[src/rtl/clkdiv_pkg.sv]
// Shared constants and helpers for the programmable clock divider.
//
// Contents:
//   CLKDIV_MIN_RATIO        smallest legal division ratio
//   CLKDIV_CNT_WIDTH_DEF    default counter/ratio width
//   CLKDIV_DIV_DEFAULT_DEF  default ratio active after reset
//   clkdiv_clamp()          maps a requested ratio onto the legal range
//                           (values below CLKDIV_MIN_RATIO become CLKDIV_MIN_RATIO)
//
// The clamp works on 32-bit values, so ratio widths up to 32 bits are supported.
package clkdiv_pkg;

  localparam int CLKDIV_MIN_RATIO       = 2;
  localparam int CLKDIV_CNT_WIDTH_DEF   = 16;
  localparam int CLKDIV_DIV_DEFAULT_DEF = 4096;

  function automatic logic [31:0] clkdiv_clamp(input logic [31:0] value);
    logic [31:0] result;
    result = value;
    if (value < 32'(CLKDIV_MIN_RATIO)) begin
      result = 32'(CLKDIV_MIN_RATIO);
    end
    return result;
  endfunction

endpackage

[src/rtl/clkdiv_ratio_reg.sv]
// Ratio bookkeeping for the programmable clock divider.
//
// Holds the active ratio, a pending ratio captured by a load strobe, and the
// pending flag. A pending ratio is promoted to active either at a period wrap
// that happens after the capture edge, or on any edge with the divider
// disabled. With the divider disabled a load goes straight to the active ratio.
//
// Ports:
//   i_clock    in   1          system clock
//   i_reset_n  in   1          asynchronous reset, active low
//   i_load     in   1          capture strobe for i_value
//   i_value    in   CNT_WIDTH  requested ratio (clamped before storing)
//   i_wrap     in   1          counter is in the last cycle of its period
//   i_enable   in   1          divider running
//   o_active   out  CNT_WIDTH  ratio currently used by the counter
//   o_pending  out  1          a captured ratio is waiting for promotion
module clkdiv_ratio_reg
  import clkdiv_pkg::*;
#(
  parameter int CNT_WIDTH   = CLKDIV_CNT_WIDTH_DEF,
  parameter int DIV_DEFAULT = CLKDIV_DIV_DEFAULT_DEF
) (
  input  logic                 i_clock,
  input  logic                 i_reset_n,
  input  logic                 i_load,
  input  logic [CNT_WIDTH-1:0] i_value,
  input  logic                 i_wrap,
  input  logic                 i_enable,
  output logic [CNT_WIDTH-1:0] o_active,
  output logic                 o_pending
);

  logic [CNT_WIDTH-1:0] r_active;
  logic [CNT_WIDTH-1:0] r_pend_val;
  logic                 r_pending;
  logic [CNT_WIDTH-1:0] w_clamped;

  assign w_clamped = CNT_WIDTH'(clkdiv_clamp(32'(i_value)));

  always_ff @(posedge i_clock or negedge i_reset_n) begin
    if (!i_reset_n) begin
      r_active   <= CNT_WIDTH'(DIV_DEFAULT);
      r_pend_val <= CNT_WIDTH'(DIV_DEFAULT);
      r_pending  <= 1'b0;
    end else if (!i_enable) begin
      // Disabled: the period is being truncated anyway, so a new ratio can
      // take effect right away. A simultaneous load beats an older pending one.
      if (i_load) begin
        r_active <= w_clamped;
      end else if (r_pending) begin
        r_active <= r_pend_val;
      end
      r_pending <= 1'b0;
    end else begin
      // A load on the wrap edge itself is not promoted here: the old pending
      // value (if any) is promoted and the new one waits for the next wrap.
      if (i_wrap && r_pending) begin
        r_active <= r_pend_val;
      end
      if (i_load) begin
        r_pend_val <= w_clamped;
        r_pending  <= 1'b1;
      end else if (i_wrap) begin
        r_pending <= 1'b0;
      end
    end
  end

  assign o_active  = r_active;
  assign o_pending = r_pending;

endmodule

[src/rtl/clock_divider_prog.sv]
// Runtime-programmable integer clock divider.
//
// Produces a registered divided clock-enable waveform (clkout, low for
// floor(N/2) cycles then high for ceil(N/2) cycles) and a one-cycle tick in
// the last input cycle of each output period. A new ratio is loaded through
// div_load and only takes effect at a period boundary, so clkout never shows
// runt pulses. clkout is a plain register; any global buffering is left to the
// instantiating level.
//
// Optional feature macro: CLKDIV_PERIOD_CNT_EN adds the 32-bit period_cnt
// output counting completed periods (one per tick, wrapping at 2^32).
//
// Ports:
//   clock        in   1          system clock, all logic on posedge
//   reset_n      in   1          asynchronous reset, active low
//   enable       in   1          1 = run; 0 = counter held at 0, clkout low
//   div_value    in   CNT_WIDTH  requested ratio, sampled when div_load=1
//   div_load     in   1          capture strobe for div_value
//   div_pending  out  1          captured ratio waits for a period boundary
//   clkout       out  1          divided output, registered
//   tick         out  1          one-cycle pulse in the last cycle of a period
//   period_cnt   out  32         completed periods (CLKDIV_PERIOD_CNT_EN only)
module clock_divider_prog
  import clkdiv_pkg::*;
#(
  parameter int CNT_WIDTH   = CLKDIV_CNT_WIDTH_DEF,
  parameter int DIV_DEFAULT = CLKDIV_DIV_DEFAULT_DEF
) (
  input  logic                 clock,
  input  logic                 reset_n,
  input  logic                 enable,
  input  logic [CNT_WIDTH-1:0] div_value,
  input  logic                 div_load,
  output logic                 div_pending,
  output logic                 clkout,
  output logic                 tick
`ifdef CLKDIV_PERIOD_CNT_EN
  ,
  output logic [31:0]          period_cnt
`endif
);

  localparam logic [CNT_WIDTH-1:0] ONE = CNT_WIDTH'(1);

  logic [CNT_WIDTH-1:0] r_count;
  logic                 r_clkout;
  logic                 r_tick;

  logic [CNT_WIDTH-1:0] w_active;
  logic [CNT_WIDTH-1:0] w_half;
  logic                 w_pending;
  logic                 w_wrap;
  logic [CNT_WIDTH-1:0] w_count_next;
  logic                 w_clkout_next;
  logic                 w_tick_next;

  clkdiv_ratio_reg #(
    .CNT_WIDTH  (CNT_WIDTH),
    .DIV_DEFAULT(DIV_DEFAULT)
  ) u_ratio_reg (
    .i_clock  (clock),
    .i_reset_n(reset_n),
    .i_load   (div_load),
    .i_value  (div_value),
    .i_wrap   (w_wrap),
    .i_enable (enable),
    .o_active (w_active),
    .o_pending(w_pending)
  );

  // >= rather than == keeps the counter from running away should it ever be
  // above the ratio; the active ratio only changes while the count is 0.
  assign w_wrap = (r_count >= (w_active - ONE));
  assign w_half = w_active >> 1;

  // clkout and tick are computed from the next count so that, once
  // registered, they line up with the count they describe. The ratio used
  // here is the current one: a newly promoted ratio only matters from count 1
  // onwards, and at count 0 both outputs are low for any legal ratio (N >= 2).
  always_comb begin
    w_count_next  = '0;
    w_clkout_next = 1'b0;
    w_tick_next   = 1'b0;
    if (enable) begin
      if (!w_wrap) begin
        w_count_next = r_count + ONE;
      end
      w_clkout_next = (w_count_next >= w_half);
      w_tick_next   = !w_wrap && (w_count_next == (w_active - ONE));
    end
  end

  always_ff @(posedge clock or negedge reset_n) begin
    if (!reset_n) begin
      r_count  <= '0;
      r_clkout <= 1'b0;
      r_tick   <= 1'b0;
    end else begin
      r_count  <= w_count_next;
      r_clkout <= w_clkout_next;
      r_tick   <= w_tick_next;
    end
  end

  assign clkout      = r_clkout;
  assign tick        = r_tick;
  assign div_pending = w_pending;

`ifdef CLKDIV_PERIOD_CNT_EN
  logic [31:0] r_period_cnt;

  always_ff @(posedge clock or negedge reset_n) begin
    if (!reset_n) begin
      r_period_cnt <= '0;
    end else if (r_tick) begin
      r_period_cnt <= r_period_cnt + 32'd1;
    end
  end

  assign period_cnt = r_period_cnt;
`endif

endmodule

[config.mk]
export PLATFORM = sky130hd
export DESIGN_NAME = clock_divider_prog
export DESIGN_NICKNAME = d
export VERILOG_FILES = /design/src/rtl/clkdiv_pkg.sv /design/src/rtl/clkdiv_ratio_reg.sv /design/src/rtl/clock_divider_prog.sv
export SDC_FILE = /design/constraint.sdc
export NUM_CORES = 1
export LEC_CHECK = 0
export CAP_MARGIN = 0
export CORE_MARGIN = 10
export CORE_UTILIZATION = 41
export DETAILED_ROUTE_END_ITERATION = 16
export HOLD_SLACK_MARGIN = 0.02
export REMOVE_ABC_BUFFERS = 1
export SYNTH_ARGS = -nofsm -noshare
export SYNTH_HDL_FRONTEND = slang
export SYNTH_SLANG_ARGS = --single-unit
[constraint.sdc]
create_clock -name clock -period 13.95 [get_ports clock]
set_input_delay 2.79 -clock clock [delete_from_list [all_inputs] [get_ports clock]]
set_output_delay 2.79 -clock clock [all_outputs]
set_load 0.05 [all_outputs]
[Word-level counts from Yosys, hierarchy flattened]
Cells that the tools add are included.
Word-level totals
  flip-flop bits (word level): 51
  bits in latches: 0
  RAM bits: 0
  memory bits (read-only): 0
  logic and storage cells: 33
  memories kept: 0
Operators by class
  add/subtract/negate cells: 2
  multipliers: 0
  divide/modulo/power cells: 0
  magnitude comparators: 3
  eq/ne operators: 3
  shift operators: 0
  muxes and demuxes: 13
  bitwise operators: 0
  reduce and logical (&&, ||, !) cells: 6
Operators with widths (number)
  2-to-1 mux 16 bit: 8
  adder 16 x 1 -> 16 bit (second input constant): 1
  == test 16 bit: 1
  greater-or-equal comparator 16 x 15 -> 1 bit: 1
  greater-or-equal comparator 16 bit: 1
  < comparator 16 x 2 -> 1 bit (second input constant): 1
  subtractor 16 x 1 -> 16 bit (second input constant): 1
  2-to-1 mux 1 bit: 5
  AND reduction 2 bit: 2
  != test 3 x 1 -> 1 bit (second input constant): 1
  nonzero test 3 bit: 1
  logical AND 1 bit: 2
  != test 2 x 1 -> 1 bit (second input constant): 1
  zero test 1 bit: 1

[Longest topological paths before layout]
  depth after elaboration: 7
  depth in mapped cells: 22
  mapped depth without buffers: 20

[By module]
A second synthesis with hierarchy kept.
Second synthesis, totals
  cells, all modules: 373
  area, all modules: 3657.3 sq um
Modules (own cells, without submodules)
  clock_divider_prog: instances 1, cells an instance 266, area an instance 2210.9 sq um, sequential area each 450.4 sq um
  clkdiv_ratio_reg: instances 1, cells an instance 107, area an instance 1446.4 sq um, sequential area each 828.3 sq um

[Worst setup path before layout]
No wires, ideal clock.
  path kind: reg-to-reg
  start: reg u_ratio_reg.r_active[5], in the netlist u_ratio_reg.o_active[5]
  end: reg r_clkout, in the netlist clkout
  data arrival time: 4.465 ns
  required time: 13.817 ns
  path slack: 9.352 ns
  stages on the path, launching flop included: 21
  buffers on the path: 3
  clock period less this slack: 4.598 ns
  cell sequence: dfrtp_1 nor4_4 nand2_2 nand4b_1 or3_4 xnor2_4 inv_1 ha_1 nand4_1 nor2_1 a211o_1 buf_6 clkbuf_1 clkbuf_1 nor2_1 ha_1 a2111oi_0 o21a_1 o211ai_1 a2111oi_0 nor2_1
On the way
  longest elaborated chain between the ends: 6
Ends and longest elaborated chain
  start, declared: line clkdiv_ratio_reg.sv:33  | logic [CNT_WIDTH-1:0] r_active;
  start signal, assigned: line clkdiv_ratio_reg.sv:42  | r_active <= CNT_WIDTH'(DIV_DEFAULT);
  start signal, assigned: line clkdiv_ratio_reg.sv:49  | r_active <= w_clamped;
  start signal, assigned: line clkdiv_ratio_reg.sv:51  | r_active <= r_pend_val;
  subtractor 16 x 1 -> 16 bit: line clock_divider_prog.sv:73  | assign w_wrap = (r_count >= (w_active - ONE));
  greater-or-equal comparator 16 bit: line clock_divider_prog.sv:73
  2-to-1 mux 16 bit: line clock_divider_prog.sv:85  | if (!w_wrap) begin
  2-to-1 mux 16 bit: line clock_divider_prog.sv:84  | if (enable) begin
  greater-or-equal comparator 16 x 15 -> 1 bit (*): line clock_divider_prog.sv:88  | w_clkout_next = (w_count_next >= w_half);
  2-to-1 mux 1 bit (*): line clock_divider_prog.sv:84
  via w_clkout_next: line clock_divider_prog.sv:54  | logic w_clkout_next;
  end signal, assigned: line clock_divider_prog.sv:100  | r_clkout <= w_clkout_next;
  end, declared: line clock_divider_prog.sv:46  | logic r_clkout;
The timed path passes the listed nets; every way through them passes the cells marked *. The select of a mux whose other input is x is not followed.
A chain may end at the register's enable or synchronous reset.

[Final worst setup path]
  start: in enable
  end: reg u_ratio_reg.r_active[1], in the netlist u_ratio_reg.o_active[1]
On the way
  longest elaborated chain between the ends: 2
  elaborated cells on any way between the ends: 4
  those cells by class: eq/ne: 1; mux: 1; reduce/logical: 2
Ends and longest elaborated chain
  start, declared: line clock_divider_prog.sv:31  | input logic enable,
  != test 2 x 1 -> 1 bit (no source line) or nonzero test 3 bit (tied branches)
  AND reduction 2 bit (no source line)
Several ways; a longest one is shown, not always the timed one.

==> key figures <==
Layout
  • Fillers: 805
  • Nets: 450
  • Share of cells above drive strength 1: 0.0854
  • Antenna cells: 0
  • Commonest non-fill, non-tap cell in the layout: nor2_1
  • Layout Utilization: 0.475
  • Layout area overhead: 11.2%
  • Fin cells: 503
  • Most frequent cells in the layout: nor2_1 (53), dfrtp_1 (49), ha_1 (33), a21oi_1 (27), inv_1 (23)

Setup path
  • CP Max Fanout: 32
  • Most frequent CP cell: nand2_1
  • CP max stage cell: a21boi_2
  • WP data required: 14.18 ns
  • Kind of critical path: in -> reg
  • Startpoint Class: primary input
  • Top delay family on crit path: compound AO/OA/AOI/OAI gates
  • CP arrival: 5.35 ns
  • Setup crit end kind: flip-flop
  • CP bufs+invs: 2
  • Crit-path max cell delay: 1.13 ns
  • Worst R2R Setup Slack: 8.84 ns
  • Worst path cell trace: clkdlybuf4s50_1 > inv_1 > nand2_1 > a21boi_2 > nand2_1 > o21ai_1

Floorplan
  • Site Rows: 33
  • Initial Util: 0.427
  • Core ar.: 8300 um^2
  • IO Pins: 23
  • DIE WIDTH: 113 um
  • Die H: 113 um
  • Die area: 12800 um^2

Drt
  • Drt drc: 0
  • Vias per cell: 5.35
  • Initial drt markers: 103
  • Final WL: 7720 um
  • Post-DRT Antenna Nets: 0
  • DR pass1 iterations: 4
  • Vias: 2692
  • WL per Instance: 15.3 um

CTS
  • CTS tree: yes
  • Post-CTS Setup Bufs: 0
  • Longest Clk Path Bufs: 2
  • Clock slew at reported path FFs: 0.10 ns
  • TritonCTS buffer count: 5
  • Clock sink count: 51
  • CTS Hold Bufs: 0
  • Root Buffer: clkbuf_8
  • Cts repair resizes: 0
  • Clk_lat worst skew: 0.31 ns
  • H-tree level count: 2

Placed design
  • Placement Setup Slack: 8.52 ns
  • GP Congestion: 0.787
  • Dpl cells: 495
  • Port buffer count: 22
  • Final HPWL DP: 5980 um

STA
  • Final period utilization: 0.367
  • Slew at the pin closest to its max-slew limit: 1.19 ns
  • Fin worst setup slack: 8.83 ns
  • Final Max Slew Viols: 0
  • Relative slew slack: 0.203
  • Crit path time final: 5.12 ns
  • Fmax: 195 MHz
  • RSZ-0062 raised after global routing: false
  • Setup Skew: 0.00653 ns
  • Setup-failing EPs final: 0
  • Final hold viol count: 0
  • Final setup TNS: 0 ns

Yosys
  • Synth cell types: 48
  • Synth warn: 0
  • Register area share after synthesis: 0.360
  • Post-synth EDFFs: 0
  • Syn Inst Count: 376
  • Mapped Avg Cell Area: 9.43 um^2
  • FF+latch count, synth: 51
  • Ys async rst share: 1.00
  • Top FF cell, synth: dfrtp_1
  • Post-Syn Area: 3550 um^2

Min path
  • Worst Hold Class: reg -> reg

Job
  • Max Cap Viol: 0

Outcome
  • Outcome: finished clean

GRT
  • Antenna violations before repair: 0
  • Vias in the first global route: 2737
  • Global-route wire length before repair: 13300 um
  • Overall Global Routing Usage: 0.123
  • Largest net degree at the start of global routing: 52
  • Global route total overflow: 0

Power
  • Power Density: 101 nW/um^2
  • Leakage power: 1.87 nW
  • Peak VDD IR: 58.2 uV
==> worst reg2reg max path, delay by kind of cell, from the launching register on <==
family	cells	cell delay, ns
AOI/OAI and AO/OA	9	1.95
xor gates and xnor gates	1	0.21
adders and majority gates	2	0.57
buffers and inverters	1	0.07
DFF	1	0.49
and+or+nand+nor	7	1.72
==> layer usage <==
layer / vias to the layer above / track usage / wire length, um
met5: - / 0 / 0
li1: 1367 / - / -
met4: 0 / 0.0321 / 151
met3: 12 / 0.0243 / 364
met1: 1251 / 0.166 / 3730
met2: 62 / 0.194 / 3480
==> cell type report <==
class / count / area, um^2 / share of cell area
repair buffers: 24 / 230 / 0.0584
flip-flops and latches: 51 / 1280 / 0.324
clock inverters: 2 / 16.3 / 0.00412
multi-input cells: 292 / 2130 / 0.540
clock buffers: 6 / 72.6 / 0.0184
well taps: 105 / 131 / 0.0333
inverters: 23 / 86.3 / 0.0219
==> cells by family (layout without fill, tap and decap cells) <==
kind of cell,count (synthesis),in the layout,synth area share
muxes,30,30,0.0899
and+or+nand+nor,129,129,0.182
buffers and inverters,33,55,0.0402
adders and majority gates,33,33,0.116
xor gates and xnor gates,37,37,0.0966
AOI/OAI and AO/OA,63,63,0.114
DFF,51,51,0.360
==> registers in the layout (all words and copies together) (netlist names) <==
register,cells
r_count,16
u_ratio_reg.o_active,16
u_ratio_reg.r_pend_val,16
clkout,1
tick,1
u_ratio_reg.o_pending,1
==> final timing paths <==
| path | cells past startpoint | end | startpoint |
|---|---|---|---|
| worst max-delay path | 6 | u_ratio_reg.o_active[1]$_DFFE_PN0P_ | enable |
| worst min-delay path | 2 | u_ratio_reg.r_pend_val[1]$_DFFE_PN0P_ | u_ratio_reg.r_pend_val[1]$_DFFE_PN0P_ |
| worst max register to register | 20 | clkout$_DFF_PN0_ | u_ratio_reg.o_active[3]$_DFFE_PN0P_ |
| worst min register to register | 2 | u_ratio_reg.r_pend_val[1]$_DFFE_PN0P_ | u_ratio_reg.r_pend_val[1]$_DFFE_PN0P_ |
| max in group asynchronous | 2 | u_ratio_reg.o_pending$_DFFE_PN0P_ | reset_n |
| min in group asynchronous | 2 | r_count[9]$_DFF_PN0_ | reset_n |
==> report_power, final <==
group	switching [mW]	internal (mW)
clock	0.0554	0.0363
sequential	0.0175	0.166
combinational	0.0689	0.0551
==> cell usage after synthesis (2+ instances only) <==
| library cell | n | area, um^2 |
|---|---|---|
| nor2_1 | 53 | 199 |
| dfrtp_1 | 49 | 1230 |
| ha_1 | 33 | 413 |
| a21oi_1 | 27 | 135 |
| inv_1 | 23 | 86.3 |
| nand2_1 | 20 | 75.1 |
| xnor2_1 | 20 | 175 |
| xor2_1 | 16 | 140 |
| mux2_2 | 15 | 169 |
| mux2i_1 | 15 | 150 |
| nand4_1 | 13 | 81.3 |
| nand3_1 | 12 | 60.1 |
| o21ai_0 | 7 | 35.0 |
| nor4_1 | 6 | 37.5 |
| a21o_1 | 5 | 37.5 |
| clkbuf_1 | 5 | 18.8 |
| nor3_1 | 5 | 25.0 |
| nand2b_1 | 4 | 25.0 |
| a211o_1 | 3 | 26.3 |
| and4_1 | 3 | 26.3 |
| buf_2 | 3 | 15.0 |
| o21a_1 | 3 | 22.5 |
| o21ai_1 | 3 | 15.0 |
| a2111oi_0 | 2 | 17.5 |
| a31oi_1 | 2 | 12.5 |
| buf_6 | 2 | 22.5 |
| dfstp_2 | 2 | 52.6 |
| nor2b_1 | 2 | 12.5 |
| o211ai_1 | 2 | 15.0 |
| o22ai_1 | 2 | 12.5 |
| o31ai_1 | 2 | 15.0 |
==> per-stage QoR <==
stage	instance area, um^2	total power, mW	hold slack [ns]
final	3950	0.400	0.495
after detailed placement	3860	0.311	0.477
after global placement	3860	0.307	0.468
after CTS	3950	0.402	0.500
after floorplan	3490	0.274	0.450
after global routing	3950	0.429	0.531
(Power assumes the default switching activity.)
